[src/rtl/h14tx_decoding_top.sv]
// h14tx_decoding_top: three-channel HDMI 1.4 receive-side symbol decoder.
// Classifies each symbol triple into a period type and recovers control bits,
// TERC4 nibbles and TMDS video bytes. Two pipeline stages: stage 1 registers
// the symbols with per-channel code flags, stage 2 runs the period FSM and
// registers all outputs, so a symbol presented at cycle N is reported at N+2.
// Optional feature macro: H14TX_DECODING_ERR_CNT_EN adds a saturating err_cnt.
// period encoding: 0 Control, 1 VideoPreamble, 2 DataIslandPreamble,
// 3 VideoGuard, 4 DataIslandGuard, 5 VideoActive, 6 DataIslandActive.
module h14tx_decoding_top #(
  parameter int PreambleLen = 8,
  parameter int MaxPackets  = 18
) (
  input  logic             clk,
  input  logic             rst,
  input  logic [2:0][9:0]  symbol,
  output logic [2:0]       period,
  output logic [2:0][1:0]  ctl,
  output logic [2:0][3:0]  data,
  output logic [2:0][7:0]  video,
  output logic             err
`ifdef H14TX_DECODING_ERR_CNT_EN
  ,
  output logic [15:0]      err_cnt
`endif
);

  localparam logic [2:0] P_CONTROL = 3'd0;
  localparam logic [2:0] P_VID_PRE = 3'd1;
  localparam logic [2:0] P_DI_PRE  = 3'd2;
  localparam logic [2:0] P_VID_GRD = 3'd3;
  localparam logic [2:0] P_DI_GRD  = 3'd4;
  localparam logic [2:0] P_VID_ACT = 3'd5;
  localparam logic [2:0] P_DI_ACT  = 3'd6;

  localparam logic [9:0] VID_GUARD_02 = 10'b1011001100;
  localparam logic [9:0] GUARD_1      = 10'b0100110011;

  localparam logic [4:0] PRE_LEN = 5'(PreambleLen);
  localparam logic [7:0] MAX_PKT = 8'(MaxPackets);

  typedef enum logic [2:0] {
    S_CONTROL,
    S_VID_GUARD,
    S_VID_ACTIVE,
    S_DI_GUARD_LEAD,
    S_DI_ACTIVE,
    S_DI_GUARD_TRAIL
  } state_t;

  // TMDS video decode: undo the optional inversion, then undo the XOR/XNOR chain
  function automatic logic [7:0] tmds_decode(input logic [9:0] q);
    logic [7:0] b;
    logic [7:0] d;
    b = q[9] ? ~q[7:0] : q[7:0];
    d[0] = b[0];
    for (int k = 1; k < 8; k++) begin
      d[k] = q[8] ? (b[k] ^ b[k-1]) : ~(b[k] ^ b[k-1]);
    end
    return d;
  endfunction

  logic [2:0]      is_ctl_d, is_terc_d;
  logic [2:0][1:0] ctl_val_d;
  logic [2:0][3:0] terc_val_d;
  logic            vid_guard_d, di_guard_d;

  logic            v1;
  logic [2:0][9:0] sym1;
  logic [2:0]      is_ctl1, is_terc1;
  logic [2:0][1:0] ctl_val1;
  logic [2:0][3:0] terc_val1;
  logic            vid_guard1, di_guard1;

  state_t          state, state_nx;
  logic [4:0]      run, run_nx, run_incl;
  logic            last_pre, last_pre_nx;
  logic [4:0]      sym_cnt, sym_cnt_nx;
  logic [7:0]      pkt_cnt, pkt_cnt_nx;

  logic [2:0]      period_nx;
  logic [2:0][1:0] ctl_nx;
  logic [2:0][3:0] data_nx;
  logic [2:0][7:0] video_nx;
  logic            err_nx;

  logic            all_ctl, all_terc, vid_pre, di_pre, is_pre, di_guard_full;
  logic            show_ctl, show_data0, show_data_all, show_video;

  // Per-channel code classification of the incoming symbols
  always_comb begin
    for (int ch = 0; ch < 3; ch++) begin
      is_ctl_d[ch]   = 1'b1;
      ctl_val_d[ch]  = 2'b00;
      is_terc_d[ch]  = 1'b1;
      terc_val_d[ch] = 4'h0;
      case (symbol[ch])
        10'b1101010100: ctl_val_d[ch] = 2'b00;
        10'b0010101011: ctl_val_d[ch] = 2'b01;
        10'b0101010100: ctl_val_d[ch] = 2'b10;
        10'b1010101011: ctl_val_d[ch] = 2'b11;
        default:        is_ctl_d[ch]  = 1'b0;
      endcase
      case (symbol[ch])
        10'b1010011100: terc_val_d[ch] = 4'h0;
        10'b1001100011: terc_val_d[ch] = 4'h1;
        10'b1011100100: terc_val_d[ch] = 4'h2;
        10'b1011100010: terc_val_d[ch] = 4'h3;
        10'b0101110001: terc_val_d[ch] = 4'h4;
        10'b0100011110: terc_val_d[ch] = 4'h5;
        10'b0110001110: terc_val_d[ch] = 4'h6;
        10'b0100111100: terc_val_d[ch] = 4'h7;
        10'b1011001100: terc_val_d[ch] = 4'h8;
        10'b0100111001: terc_val_d[ch] = 4'h9;
        10'b0110011100: terc_val_d[ch] = 4'hA;
        10'b1011000110: terc_val_d[ch] = 4'hB;
        10'b1010001110: terc_val_d[ch] = 4'hC;
        10'b1001110001: terc_val_d[ch] = 4'hD;
        10'b0101100011: terc_val_d[ch] = 4'hE;
        10'b1011000011: terc_val_d[ch] = 4'hF;
        default:        is_terc_d[ch]  = 1'b0;
      endcase
    end
    vid_guard_d = (symbol[0] == VID_GUARD_02) && (symbol[1] == GUARD_1) &&
                  (symbol[2] == VID_GUARD_02);
    di_guard_d  = (symbol[1] == GUARD_1) && (symbol[2] == GUARD_1);
  end

  // Stage 1: register symbols and their classification; v1 marks real data after reset
  always_ff @(posedge clk) begin
    if (rst) begin
      v1         <= 1'b0;
      sym1       <= '0;
      is_ctl1    <= '0;
      ctl_val1   <= '0;
      is_terc1   <= '0;
      terc_val1  <= '0;
      vid_guard1 <= 1'b0;
      di_guard1  <= 1'b0;
    end else begin
      v1         <= 1'b1;
      sym1       <= symbol;
      is_ctl1    <= is_ctl_d;
      ctl_val1   <= ctl_val_d;
      is_terc1   <= is_terc_d;
      terc_val1  <= terc_val_d;
      vid_guard1 <= vid_guard_d;
      di_guard1  <= di_guard_d;
    end
  end

  // Stage 2: preamble run tracking, period FSM next state and gated outputs
  always_comb begin
    all_ctl       = &is_ctl1;
    all_terc      = &is_terc1;
    vid_pre       = all_ctl && (ctl_val1[1] == 2'b01) && (ctl_val1[2] == 2'b00);
    di_pre        = all_ctl && (ctl_val1[1] == 2'b01) && (ctl_val1[2] == 2'b01);
    is_pre        = vid_pre || di_pre;
    di_guard_full = di_guard1 && is_terc1[0] && (terc_val1[0][3:2] == 2'b11);

    run_incl = 5'd0;
    if (is_pre) begin
      if ((run != 5'd0) && (last_pre == di_pre)) begin
        run_incl = (run == 5'd31) ? run : run + 5'd1;
      end else begin
        run_incl = 5'd1;
      end
    end

    state_nx      = state;
    run_nx        = run;
    last_pre_nx   = last_pre;
    sym_cnt_nx    = sym_cnt;
    pkt_cnt_nx    = pkt_cnt;
    period_nx     = P_CONTROL;
    err_nx        = 1'b0;
    show_ctl      = 1'b0;
    show_data0    = 1'b0;
    show_data_all = 1'b0;
    show_video    = 1'b0;

    if (v1) begin
      run_nx      = run_incl;
      last_pre_nx = is_pre ? di_pre : last_pre;
      case (state)
        S_CONTROL: begin
          if (vid_guard1 && (run >= PRE_LEN)) begin
            state_nx  = S_VID_GUARD;
            period_nx = P_VID_GRD;
          end else if (di_guard_full && (run >= PRE_LEN)) begin
            state_nx   = S_DI_GUARD_LEAD;
            period_nx  = P_DI_GRD;
            show_data0 = 1'b1;
          end else if (!all_ctl) begin
            err_nx = 1'b1;
          end else begin
            show_ctl = 1'b1;
            if (run_incl >= PRE_LEN) begin
              period_nx = vid_pre ? P_VID_PRE : P_DI_PRE;
            end
          end
        end
        S_VID_GUARD: begin
          if (vid_guard1) begin
            state_nx  = S_VID_ACTIVE;
            period_nx = P_VID_GRD;
          end else begin
            err_nx = 1'b1;
          end
        end
        S_VID_ACTIVE: begin
          if (is_ctl1[0]) begin
            state_nx = S_CONTROL;
            show_ctl = 1'b1;
          end else begin
            period_nx  = P_VID_ACT;
            show_video = 1'b1;
          end
        end
        S_DI_GUARD_LEAD: begin
          if (di_guard_full) begin
            state_nx   = S_DI_ACTIVE;
            period_nx  = P_DI_GRD;
            show_data0 = 1'b1;
            sym_cnt_nx = 5'd0;
            pkt_cnt_nx = 8'd0;
          end else begin
            err_nx = 1'b1;
          end
        end
        S_DI_ACTIVE: begin
          if ((sym_cnt == 5'd0) && (pkt_cnt != 8'd0) && di_guard_full) begin
            state_nx   = S_DI_GUARD_TRAIL;
            period_nx  = P_DI_GRD;
            show_data0 = 1'b1;
          end else if (!all_terc) begin
            err_nx = 1'b1;
          end else if ((sym_cnt == 5'd0) && (pkt_cnt >= MAX_PKT)) begin
            err_nx = 1'b1;
          end else begin
            period_nx     = P_DI_ACT;
            show_data_all = 1'b1;
            sym_cnt_nx    = sym_cnt + 5'd1;
            if (sym_cnt == 5'd0) begin
              pkt_cnt_nx = pkt_cnt + 8'd1;
            end
          end
        end
        S_DI_GUARD_TRAIL: begin
          if (di_guard_full) begin
            state_nx   = S_CONTROL;
            period_nx  = P_DI_GRD;
            show_data0 = 1'b1;
          end else begin
            err_nx = 1'b1;
          end
        end
        default: state_nx = S_CONTROL;
      endcase

      if (err_nx) begin
        state_nx      = S_CONTROL;
        period_nx     = P_CONTROL;
        sym_cnt_nx    = 5'd0;
        pkt_cnt_nx    = 8'd0;
        show_ctl      = 1'b0;
        show_data0    = 1'b0;
        show_data_all = 1'b0;
        show_video    = 1'b0;
      end
    end

    for (int ch = 0; ch < 3; ch++) begin
      ctl_nx[ch]   = show_ctl ? ctl_val1[ch] : 2'b00;
      video_nx[ch] = show_video ? tmds_decode(sym1[ch]) : 8'h00;
      data_nx[ch]  = show_data_all ? terc_val1[ch] : 4'h0;
    end
    if (show_data0) begin
      data_nx[0] = terc_val1[0];
    end
  end

  // Stage 2 registers: FSM state, counters and the registered outputs
  always_ff @(posedge clk) begin
    if (rst) begin
      state    <= S_CONTROL;
      run      <= 5'd0;
      last_pre <= 1'b0;
      sym_cnt  <= 5'd0;
      pkt_cnt  <= 8'd0;
      period   <= P_CONTROL;
      ctl      <= '0;
      data     <= '0;
      video    <= '0;
      err      <= 1'b0;
    end else begin
      state    <= state_nx;
      run      <= run_nx;
      last_pre <= last_pre_nx;
      sym_cnt  <= sym_cnt_nx;
      pkt_cnt  <= pkt_cnt_nx;
      period   <= period_nx;
      ctl      <= ctl_nx;
      data     <= data_nx;
      video    <= video_nx;
      err      <= err_nx;
    end
  end

`ifdef H14TX_DECODING_ERR_CNT_EN
  // Saturating count of error pulses, cleared only by reset
  always_ff @(posedge clk) begin
    if (rst) begin
      err_cnt <= 16'h0000;
    end else if (err_nx && (err_cnt != 16'hFFFF)) begin
      err_cnt <= err_cnt + 16'h0001;
    end
  end
`endif

endmodule
[config.mk]
export PLATFORM = sky130hd
export DESIGN_NAME = h14tx_decoding_top
export DESIGN_NICKNAME = d
export VERILOG_FILES = /design/src/rtl/h14tx_decoding_top.sv
export SDC_FILE = /design/constraint.sdc
export NUM_CORES = 1
export LEC_CHECK = 0
export CAP_MARGIN = 20
export CELL_PAD_IN_SITES_DETAIL_PLACEMENT = 0
export CELL_PAD_IN_SITES_GLOBAL_PLACEMENT = 1
export CORE_MARGIN = 5
export CORE_UTILIZATION = 40
export DETAILED_ROUTE_END_ITERATION = 6
export PLACE_DENSITY = 0.87
export SLEW_MARGIN = 20
export SYNTH_ARGS = -nofsm -noshare
export SYNTH_HDL_FRONTEND = slang
export SYNTH_SLANG_ARGS = --single-unit
[constraint.sdc]
create_clock -name clk -period 4.1 [get_ports clk]
set_input_delay 0.82 -clock clk [delete_from_list [all_inputs] [get_ports clk]]
set_output_delay 0.82 -clock clk [all_outputs]
set_load 0.005 [all_outputs]
==> impl_summary.md, run 1 <==
Routing
The via density per instance is 5.46. The overall routed net length is 14000 µm. The violation count after the first detailed-route iteration is 322. The total via count after detailed routing is 4939.

The number of iterations in the first detailed-routing pass is 5. The count of unresolved DRC violations after routing is 0. In this run the remaining antenna-violating nets after routing total 0. The average wire length per cell after detail routing is 15.5 µm.

Yosys
The post-synthesis instance total is 646. The cell area after synthesis is 5670 µm². The cell with the most instances after synthesis is sky130_fd_sc_hd__dfxtp_1. The number of warnings printed during yosys synthesis is 0. The share of the yosys chip area belonging to registers is 44.1%. A synthesized cell averages 8.78 µm².

The fraction of registers with async set/reset is 0%. The post-synthesis register bit count is 125. The number of enable-type register cells in the synthesized netlist is 0. The share of synthesized area in the top cell type comes to 44.1%.

The biggest area contributor in the post-synthesis netlist is sky130_fd_sc_hd__dfxtp_1. For this run, the leading register cell type out of synthesis is sky130_fd_sc_hd__dfxtp_1. Sorting the synthesized cells by area gives the leading types as sky130_fd_sc_hd__dfxtp_1 44%, sky130_fd_sc_hd__xnor2_1 6.0%, sky130_fd_sc_hd__nor2b_1 5.0%, sky130_fd_sc_hd__nor2_1 4.2%, sky130_fd_sc_hd__nand2_1 3.0%. The commonest cells after synthesis are 125 x sky130_fd_sc_hd__dfxtp_1, 63 x sky130_fd_sc_hd__nor2_1, 45 x sky130_fd_sc_hd__nand2_1, 45 x sky130_fd_sc_hd__nor2b_1, 39 x sky130_fd_sc_hd__xnor2_1. The unique cell type count in the Yosys netlist is 63. When the netlist entered floorplanning its net count stood at 685.

Clock network
Counting the buffers created by CTS gives 17. The later-pin clock latency in the skew report is 0.42 ns. CTS placed an instance of sky130_fd_sc_hd__clkbuf_16 at the clock tree root. Once the clock tree was built, the resizer swapped 0 gates to a different size. The sink count of the clock tree is 125. Clock-pin slew was measured on the worst setup and hold paths at 0.06 ns. The clock tree synthesis step divided the H-tree into 4 levels.

The post-CTS setup buffer count is 0. The maximum clock insertion buffer count is 2. The CTS tree is built. The hold buffer count at CTS is 0.

Worst setup path
The kind of capture point of the worst setup path is a register. Data on the critical path arrives at its endpoint at 3.09 ns. The critical path in this run is classified as reg2reg. At the worst endpoint, the required time is 4.43 ns.

STA classifies the critical path startpoint as a register. The critical-path maximum fanout is 24.

Global route
The most heavily used metal layer in global routing is met2. The first global-routing pass estimated 23500 µm of wire. Global routing used 17.5% of the available tracks across all layers. The number of antenna violations at the first check in global routing is 0.

The met2 demand-to-capacity share in global routing is 27.9%. The number of global-route vias before repair was 4864. Global routing used 5.52% of the available met3 tracks. The residual overflow from global routing is 0. The pin count of the biggest net entering global routing is 61.

Global routing used 21.9% of the available met1 tracks.

Floorplan
The floorplan step set the die width to 129 µm. The I/O pin count is 78. For this configuration, the core starts out at a cell density of 40.8%.

The row count is 43. The die footprint is 16700 µm². In this run the standard cell core region covers 13900 µm².

The die is 129 µm tall.

Placed design
Routability-driven placement finished with a final weighted congestion of 0.919. During placement, the flow inserted port buffers numbering 77. Detailed placement finished with a half-perimeter wire length of 9990 µm. The total placed instance area is 6550 µm².

Final layout
The multi-input combinational cells in the finished layout cover a total of 3000 µm². The count of nets after finishing is 750. The antenna cell count is 0.

Cells fill 51.3% of the core in the end. Of the cells placed in the final design, the portion with a size suffix greater than 1 is 6.63%. The layout filler cell count is 1301. The area growth from synthesis to layout is 25.6%. In the final layout, flip-flops and latches occupy 2500 µm². The finished cells cover 7120 µm².

Min path
The min-delay analysis places its worst path in the category reg2reg.

Timing
The clock skew is 0.00700 ns. The final total negative setup slack is 0 ns. The max-slew violation total from the final report is 0.

The number of endpoints with negative hold slack in the final report was 0. Setup repair after global routing left no endpoint under its margin. Headroom to the max-slew limit came out at 40.1%. The number of failing setup endpoints in the final timing report is 0. The routed design could run at a clock period as short as 2.76 ns. Dividing the final minimum period by the clock period gives 67.3%. Derived from the worst setup path, the maximum achievable clock frequency is 362 MHz. The slew at the pin closest to its max-slew limit is 0.896 ns.

On the final layout, the worst hold slack is 0.420 ns.

Pwr
The worst voltage drop across the vdd grid is 285 µV. The total power divided by cell area is 404 nW/µm². The post-layout total power is 2.88 mW.

The leakage dissipation is 2.43 nW.

Outcome
The run finished with clean final reports.

Job
Across the run, the number of max-cap violations was 0.
[logic make-up (layout without fill, tap and decap cells)]
kind of cell | after synthesis | in the layout | share of synthesized area, %
flops | 125 | 125 | 44.1
fa+ha+maj | 7 | 7 | 1.54
compound gates | 117 | 117 | 14.1
buf+inv | 45 | 123 | 3.02
simple gates | 306 | 306 | 30.0
mux | 2 | 2 | 0.375
xor+xnor | 44 | 44 | 6.80
[per-stage QoR]
| stage | std cells | worst slack, ns |
|---|---|---|
| global route | 904 | 1.14 |
| global placement | 872 | 1.15 |
| floorplan | 646 | 1.68 |
| finish | 904 | 1.34 |
| CTS | 904 | 1.32 |
| detailed placement | 872 | 1.04 |
[layer usage]
metal / share of wire, % / up-vias
met5: 0 / -
met1: 45 / 2328
met3: 5.3 / 37
li1: - / 2422
met4: 2.7 / 0
met2: 47 / 152
[report_power, final]
group          internal [mW]  switching (mW)
sequential              1.23          0.0142
combinational         0.0873           0.101
clock                  0.895           0.550
total                   2.22           0.665
[final timing paths]
check	start	end	slack (ns)	depth (start not counted)
min reg2reg	terc_val1[5]	data[5]	0.42	1
max	sym_cnt[0]	video[0]	1.34	8
max reg2reg	sym_cnt[0]	video[0]	1.34	8
min	terc_val1[5]	data[5]	0.42	1
[flip-flops by register name (all words and copies together), names as in the netlist]
register and count:
sym1 30, video 24, data 12, terc_val1 12, pkt_cnt 8, ctl 6, ctl_val1 6, run 5
sym_cnt 5, is_ctl1 3, is_terc1 3, period 3, state 3, di_guard1 1, err 1, last_pre 1
v1 1, vid_guard1 1
[worst max-delay path, stage by stage (launching register included)]
cell and delay (ns):
sky130_fd_sc_hd__dfxtp_1 0.34, sky130_fd_sc_hd__inv_1 0.07, sky130_fd_sc_hd__ha_1 0.13, sky130_fd_sc_hd__or4b_1 0.59, sky130_fd_sc_hd__a211o_1 0.39, sky130_fd_sc_hd__o211a_2 0.17, sky130_fd_sc_hd__nor2_1 0.14, sky130_fd_sc_hd__nand2_1 0.54
sky130_fd_sc_hd__nor2_1 0.30
[cells in the final DEF (no fill, tap or decap), types with 6 or more instances in the layout]
cell | synthesis | routed
sky130_fd_sc_hd__o21a_1 | 8 | 8
sky130_fd_sc_hd__clkbuf_16 | 0 | 17
sky130_fd_sc_hd__nor2b_1 | 45 | 45
sky130_fd_sc_hd__clkinv_4 | 0 | 6
sky130_fd_sc_hd__nand2_1 | 45 | 45
sky130_fd_sc_hd__a31oi_1 | 14 | 14
sky130_fd_sc_hd__nor2_1 | 63 | 63
sky130_fd_sc_hd__nand3_1 | 17 | 17
sky130_fd_sc_hd__nor3_1 | 19 | 19
sky130_fd_sc_hd__inv_1 | 13 | 13
sky130_fd_sc_hd__nand4_1 | 12 | 12
sky130_fd_sc_hd__o21ai_0 | 18 | 18
sky130_fd_sc_hd__and2_1 | 19 | 19
sky130_fd_sc_hd__nor4_1 | 16 | 16
sky130_fd_sc_hd__dfxtp_1 | 125 | 125
sky130_fd_sc_hd__nand2b_1 | 20 | 20
sky130_fd_sc_hd__nand4b_1 | 9 | 9
sky130_fd_sc_hd__ha_1 | 7 | 7
sky130_fd_sc_hd__xnor2_1 | 39 | 39
sky130_fd_sc_hd__clkdlybuf4s50_1 | 0 | 76
sky130_fd_sc_hd__a211oi_1 | 6 | 6
sky130_fd_sc_hd__a21oi_1 | 31 | 31
[layout make-up]
type,instances,area share (%)
sequential,125,35.1
timing repair buffer,78,10.9
inverter,13,0.685
multi-input combinational,476,42.1
clock inverter,13,2.04
tap,180,3.16
clock buffer,19,6.08
Note: power is estimated with default switching activity, not from simulation.
==> run 2: changes to the inputs <==
--- a/config.mk
+++ b/config.mk
@@ -9,9 +9,9 @@
 export CELL_PAD_IN_SITES_DETAIL_PLACEMENT = 0
 export CELL_PAD_IN_SITES_GLOBAL_PLACEMENT = 1
 export CORE_MARGIN = 5
-export CORE_UTILIZATION = 40
+export CORE_UTILIZATION = 37
 export DETAILED_ROUTE_END_ITERATION = 6
-export PLACE_DENSITY = 0.87
+export PLACE_DENSITY = 0.85
 export SLEW_MARGIN = 20
 export SYNTH_ARGS = -nofsm -noshare
 export SYNTH_HDL_FRONTEND = slang
==> constraint.sdc (replaced) <==
create_clock -name clk -period 2.3 [get_ports clk]
set_input_delay 0.46 -clock clk [delete_from_list [all_inputs] [get_ports clk]]
set_output_delay 0.46 -clock clk [all_outputs]
set_load 0.005 [all_outputs]
==> run 2 against run 1 <==
Compared with the run above: final area rose by 11%; non-clock buffer count increased by 94; die area is 7.5% higher; sequential power is 78% higher; core utilization rose by 1.1 points; global-route usage is 0.33 points lower; largest power group unchanged.
==> impl_summary.md, run 2 (synthesized netlist as in run 1, its figures left out) <==
Final layout
The share of layout cells above drive strength 1 is 18.2%. In the final design database the tool counted 844 nets. sym1 holds more flip-flops than any other register. The flip-flop count of the largest register after layout is 30. The register area is 2500 µm². Leaving out fill and tap cells, the most frequent cell in the layout is sky130_fd_sc_hd__dfxtp_1. Relative to the synthesized area, the layout overhead comes to 39.6%.

Leaving out fill and tap cells, the most frequent cells in the layout are 123 x sky130_fd_sc_hd__dfxtp_1, 92 x sky130_fd_sc_hd__buf_4, 76 x sky130_fd_sc_hd__clkdlybuf4s50_1. 0 antenna diodes ended up in the layout. Summing all multi-input logic gate instances after layout gives 3010 µm². The largest registers in the layout are sym1 (30), video (24).

The layout filler cell count is 1365.

Timing
The max-slew violation total from the final report is 0. The number of endpoints with negative hold slack in the final report is 0. The final critical delay including setup and external delays is 2.21 ns.

The tightest hold path in the finished design has a slack of 0.424 ns. In the finished design, the share of the clock period the worst path needs comes to 96.3%. The fmax is 452 MHz. Between clock sinks in the finished design, the worst skew comes to 0.00785 ns. The number of failing setup endpoints in the final timing report is 0. Setup repair after global routing left no endpoint under its margin. For the pin with the worst max-slew slack, the measured transition is 0.571 ns. Headroom to the max-slew limit came out at 61.5%.

Placed design
The half-perimeter wire length of the detailed placement result is 11200 µm. The number of input and output port buffers inserted is 77. At the end of routability-driven placement, the weighted congestion stood at 0.930.

Global route
The number of global-route vias before repair was 5205. The residual overflow from global routing is 0. The number of antenna violations at the first check in global routing is 0.

Entering global routing, the biggest net connects 61 pins. Global routing used 17.2% of the available tracks. The first global-routing pass estimated 25100 µm of wire.

Job
The count of max-cap constraint violations is 0.

Routing
The routed layout has 5281 vias. Dividing the detail-routed via count by the number of cells gives 5.25. The count of unresolved DRC violations after routing is 0. Dividing the detail-routed wire length by the instance count gives 14.9 µm.

The number of iterations in the first detailed-routing pass is 4. The count of nets left with antenna violations once routing finished came out at 0. The violation count after the first detailed-route iteration is 403. Wires add up to 14900 µm.

Worst setup path
The worst setup path is captured at a register. Traced cell by cell, the critical path runs through inv_1 -> ha_1 -> or4b_4 -> a211o_1 -> o211a_2 -> o311ai_4 -> nor4bb_1 -> a31o_2. The total buffers and inverters traversed by the critical path is 1. The master of the slowest instance on the critical path is sky130_fd_sc_hd__or4b_4. The critical path runs through a total of 8 cells.

The cell class contributing the biggest share of worst-path delay is compound AO/OA/AOI/OAI gates. For the worst flop-to-flop path, the logic depth is 8. The required time at the worst-slack endpoint is 2.61 ns. In this run the worst path has a maximum fanout of 4. The critical path is of the reg2reg type. In this design, the stage delay of the slowest critical-path cell is 0.47 ns. The startpoint class of the critical path is a register.

The arrival time of data at the critical path endpoint is 2.52 ns.

Floorplan
78 I/O pins were placed. The core region is 15100 µm². The overall die width is 134 µm. The initial core utilization is 37.6%. The row count is 45. The chip height is 134 µm. The floorplan step defined a die boundary enclosing 17900 µm².

Clock network
The number of setup buffers added after CTS is 0. The CTS buffer count is 17. For the worst-skew pair, the clock arrives at the later sink with an insertion delay of 0.42 ns. The H-tree was split into 4 levels.

In this run the deepest clock path goes through 2 buffers. For this design, the sink count on the clock tree is 125. After clock tree synthesis, the clock-pin slew on the worst setup and hold paths is 0.06 ns. The cell chosen for the clock root is sky130_fd_sc_hd__clkbuf_16.

TritonCTS built the clock tree.

Min path
The worst hold path stage count is 1. The path class of the tightest hold or removal check is reg2reg.

Pwr
The leakage dissipation is 2.93 nW. The total power divided by cell area is 677 nW/µm². VDD sags by at most 537 µV. The post-layout total power is 5.36 mW.

Outcome
The run finished with clean final reports.
-- run 2: changes by cell type in the layout (fill, tap and decap cells not counted), moves of 2 or more --
cell / change
sky130_fd_sc_hd__dfxtp_1: -2
sky130_fd_sc_hd__clkbuf_1: -2
sky130_fd_sc_hd__clkinvlp_4: -2
sky130_fd_sc_hd__o21ai_1: +2
sky130_fd_sc_hd__clkinv_4: -4
sky130_fd_sc_hd__buf_12: +2
sky130_fd_sc_hd__inv_6: +6
sky130_fd_sc_hd__o21ai_0: -2
sky130_fd_sc_hd__clkbuf_8: +2
sky130_fd_sc_hd__buf_4: +91
sky130_fd_sc_hd__dfxtp_2: +2
-- run 2: metrics by stage --
step / instance area [µm²] / utilization (%) / cells / setup slack (ns) / setup TNS, ns
final: 7910 / 52.4 / 1006 / 0.0862 / 0
after global routing: 7910 / 52.4 / 1006 / 0.00462 / 0
after CTS: 7890 / 52.3 / 1006 / 0.00877 / 0
after detailed placement: 7290 / 48.3 / 974 / -0.114 / -0.499
after global placement: 7290 / 48.3 / 974 / -0.152 / -0.520
after floorplan: 5670 / - / 646 / -0.0177 / -0.0177
-- run 2: routing by layer --
layer | routed length, µm | GRT usage (%) | up-vias
met2 | 7240 | 28.7 | 161
met5 | 0 | 0 | -
met1 | 6670 | 20.9 | 2477
met4 | 412 | 8.51 | 0
li1 | - | - | 2612
met3 | 629 | 3.86 | 31
-- run 2: layout make-up --
cell class	instances	share of cell area, %
inverters	13	0.617
well taps	188	2.97
multi-input cells	476	38.0
flip-flops and latches	125	31.7
clock buffers	19	5.72
clock inverters	13	1.94
repair buffers	172	19.1
-- run 2: path summary, 6_finish.rpt --
check | slack [ns] | startpoint | end
hold reg to reg | 0.42 | terc_val1[11] | data[11]
setup / recovery | 0.09 | sym_cnt[1] | sym_cnt[1]
setup reg to reg | 0.09 | sym_cnt[1] | sym_cnt[1]
hold / removal | 0.42 | terc_val1[11] | data[11]
-- run 2: what timing repair did --
item	4_1_cts	5_1_grt
endpoints found under the setup margin	0	26
hold buffers	0	0
gates resized for setup	0	8
hold endpoints to repair	0	0
-- run 2: worst register-to-register path, delay by kind of cell (launching register included) --
kind                     cells  cell delay, ns
adder cells (fa/ha/maj)      1            0.12
flip-flops                   1            0.33
AND/OR/NAND/NOR              2            0.58
AO/OA/AOI/OAI                4            1.03
buffers and inverters        1            0.05
-- run 2: where the power goes --
group | switching [mW] | total, mW | internal [mW]
Clock | 1.03 | 2.71 | 1.68
Combinational | 0.200 | 0.423 | 0.222
Sequential | 0.0216 | 2.22 | 2.20
Total | 1.26 | 5.36 | 4.10
==> run 3: changes to the inputs <==
--- a/config.mk
+++ b/config.mk
@@ -11,7 +11,8 @@
 export CORE_MARGIN = 5
 export CORE_UTILIZATION = 37
 export DETAILED_ROUTE_END_ITERATION = 6
-export PLACE_DENSITY = 0.85
+export PLACE_DENSITY_LB_ADDON = 0.1
+export RECOVER_POWER = 25
 export SLEW_MARGIN = 20
 export SYNTH_ARGS = -nofsm -noshare
 export SYNTH_HDL_FRONTEND = slang
==> run 3 against run 2 <==
Compared with the run above: global-route usage is 0.35 points higher; total power is 4.7% lower; worst hold slack worse by 0.0020 ns; register-to-register slack worse by 0.06 ns; final area is 0.55% lower; critical path depth stayed put; critical endpoint unchanged; highest routed layer unchanged.
==> impl_summary.md, run 3 (synthesized netlist as in run 1, its figures left out) <==
Timing
The number of failing setup endpoints in the final timing report is 0. The final total negative setup slack is 0 ns. After layout, the worst setup slack is 0.0250 ns. The fmax is 440 MHz. After layout, the worst path uses 98.9% of the clock period. The slew at the pin closest to its max-slew limit is 0.522 ns. The max-slew violation total from the final report is 0. The clock skew is 0.00765 ns. Setup repair after global routing could not meet its margin everywhere. Final hold analysis gives a worst-case slack of 0.422 ns. The number of endpoints with negative hold slack in the final report is 0. In this run the tightest slew margin relative to its limit is 65.2%.

The clock period could shrink to 2.28 ns.

Final layout
The layout filler cell count is 1439. Summing all non-filler instances in the final layout gives an area of 7870 µm². The final layout contains 843 nets. The final standard cell utilization of the core is 52.1%. The register bank with the most flops is sym1.

Leaving out fill and tap cells, the most frequent cell in the layout is sky130_fd_sc_hd__dfxtp_1. The register with the most flip-flops in the layout has 30 of them. The largest registers in the layout are sym1 (30), video (24). The area growth from synthesis to layout is 38.8%. The library cells used most frequently in the layout, excluding fill and tap cells, are 123 x sky130_fd_sc_hd__dfxtp_1, 86 x sky130_fd_sc_hd__buf_4, 63 x sky130_fd_sc_hd__nor2_1. The number of antenna diodes in the final layout is 0.

In the final layout, the share of cells above drive strength 1 is 17.7%.

Routing
After the first detailed-routing iteration, the DRC count stood at 276. The total via count after detailed routing is 5172. After detailed routing, the average wire length per cell comes to 15.2 µm. The remaining antenna violation count is 0.

The count of unresolved DRC violations after routing is 0. The via density per instance is 5.15. The number of iterations in the first detailed-routing pass is 5.

For this block, the routed nets add up to 15300 µm of wire.

Pwr
VDD sags by at most 534 µV. The leakage dissipation is 2.93 nW. The total power divided by cell area is 648 nW/µm².

Worst setup path
On the worst path, the slowest cell contributes a delay of 0.45 ns. STA classifies the critical path endpoint as a register. The startpoint class of the critical path is a register.

At the worst endpoint, the arrival time is 2.58 ns. Traced cell by cell, the critical path runs through inv_2 -> ha_4 -> or4b_4 -> a211o_1 -> o211a_4 -> o311ai_4 -> nor4bb_1 -> a31o_2. The master of the slowest instance on the critical path is sky130_fd_sc_hd__or4b_4. The critical-path maximum fanout is 3. The worst setup path is of the reg2reg kind. The required time at the worst-slack endpoint is 2.60 ns.

Floorplan
In this run the count of I/O pins placed on the die edge is 78. The total area inside the core boundary comes to 15100 µm². The initialized floorplan defines 45 standard-cell rows. The die is 134 µm tall.

The initial core utilization is 37.6%. In this run the horizontal extent of the chip is 134 µm. The die covers 17900 µm².

Clock network
The clock passes through at most 2 buffers. For the worst-skew pair, the clock arrives at the later sink with an insertion delay of 0.42 ns. The sink count of the clock tree is 125. The H-tree depth is 4.

Buffers inserted to repair hold after CTS numbered 0. TritonCTS built the clock tree. The clock edge transition at the registers on the reported setup and hold paths is 0.06 ns. The cell chosen for the clock root is sky130_fd_sc_hd__clkbuf_16. Counting the buffers created by CTS gives 17.

Placed design
Routability-driven placement finished with a final weighted congestion of 0.847. The half-perimeter wire length of the detailed placement result is 11500 µm. Timing analysis after detailed placement gives a worst setup slack of -0.104 ns. The number of input and output port buffers inserted is 77. The total placed instance area is 7260 µm².

Min path
The path class of the tightest hold or removal check is reg2reg.

Job
The tool flagged a number of max-cap violations equal to 0.

Global route
The number of global-route vias before repair is 5231. The residual overflow from global routing is 0. Entering global routing, the biggest net connects 61 pins. The number of antenna violations at the first check in global routing is 0. Across every metal layer, demand over resource in global routing totals 17.5%.

The global-route wire length before repair is 25300 µm.

Outcome
The flow ran to the end, and the final reports show no timing, DRC or antenna violations.
## run 3: cell types whose count changed in the layout (fill, tap and decap cells not counted), moves of 4 or more
cell,delta
sky130_fd_sc_hd__clkdlybuf4s50_1,-30
sky130_fd_sc_hd__clkbuf_1,+10
sky130_fd_sc_hd__inv_6,-6
sky130_fd_sc_hd__buf_4,-6
sky130_fd_sc_hd__dlygate4sd3_1,+30
sky130_fd_sc_hd__clkinv_2,+4
## run 3: critical path: cells and delay by family, from the launching register on
kind                       cells  cell delay, ns
DFF                            1            0.32
AOI/OAI and AO/OA              4            1.10
adders and majority gates      1            0.11
buffers and inverters          1            0.06
and+or+nand+nor                2            0.56
## run 3: timing repair
item / in CTS / in global routing
gates resized for setup: 0 / 18
setup buffers: 0 / 2
setup endpoints to repair: 0 / 25
## run 3: layer usage
metal / GRT usage [%] / share of wire [%] / vias up
met2: 30.9 / 51 / 106
met4: 6.80 / 2.1 / 0
met1: 20.2 / 43 / 2431
li1: - / - / 2607
met3: 4.84 / 4.3 / 28
met5: 0 / 0 / -
## run 3: where the power goes
part	internal, mW	total (mW)	switching (mW)
logic	0.205	0.405	0.199
clock network	1.56	2.48	0.917
registers	2.20	2.22	0.0216
total	3.96	5.10	1.14
## run 3: worst paths after layout
| check | depth (start not counted) | end | slack [ns] | from |
|---|---|---|---|---|
| worst min register to register | 1 | data[7] | 0.42 | terc_val1[7] |
| worst max-delay path | 8 | sym_cnt[1] | 0.02 | sym_cnt[1] |
| worst max register to register | 8 | sym_cnt[1] | 0.02 | sym_cnt[1] |
| worst min-delay path | 1 | data[7] | 0.42 | terc_val1[7] |
## run 3: area by class of cell
cell class	instances	area [µm²]	share of cell area (%)
clock buffers	25	485	6.17
clock inverters	7	62.6	0.795
inverters	13	48.8	0.620
multi-input cells	476	3050	38.8
flip-flops and latches	125	2500	31.8
well taps	188	235	2.99
repair buffers	171	1480	18.8
## run 3: through the flow
| stage | total power, mW | std cells |
|---|---|---|
| after floorplan | 2.48 | 646 |
| after global placement | 2.69 | 971 |
| after detailed placement | 2.68 | 971 |
| after CTS | 5.17 | 1003 |
| after global routing | 5.31 | 1005 |
| final | 5.10 | 1005 |
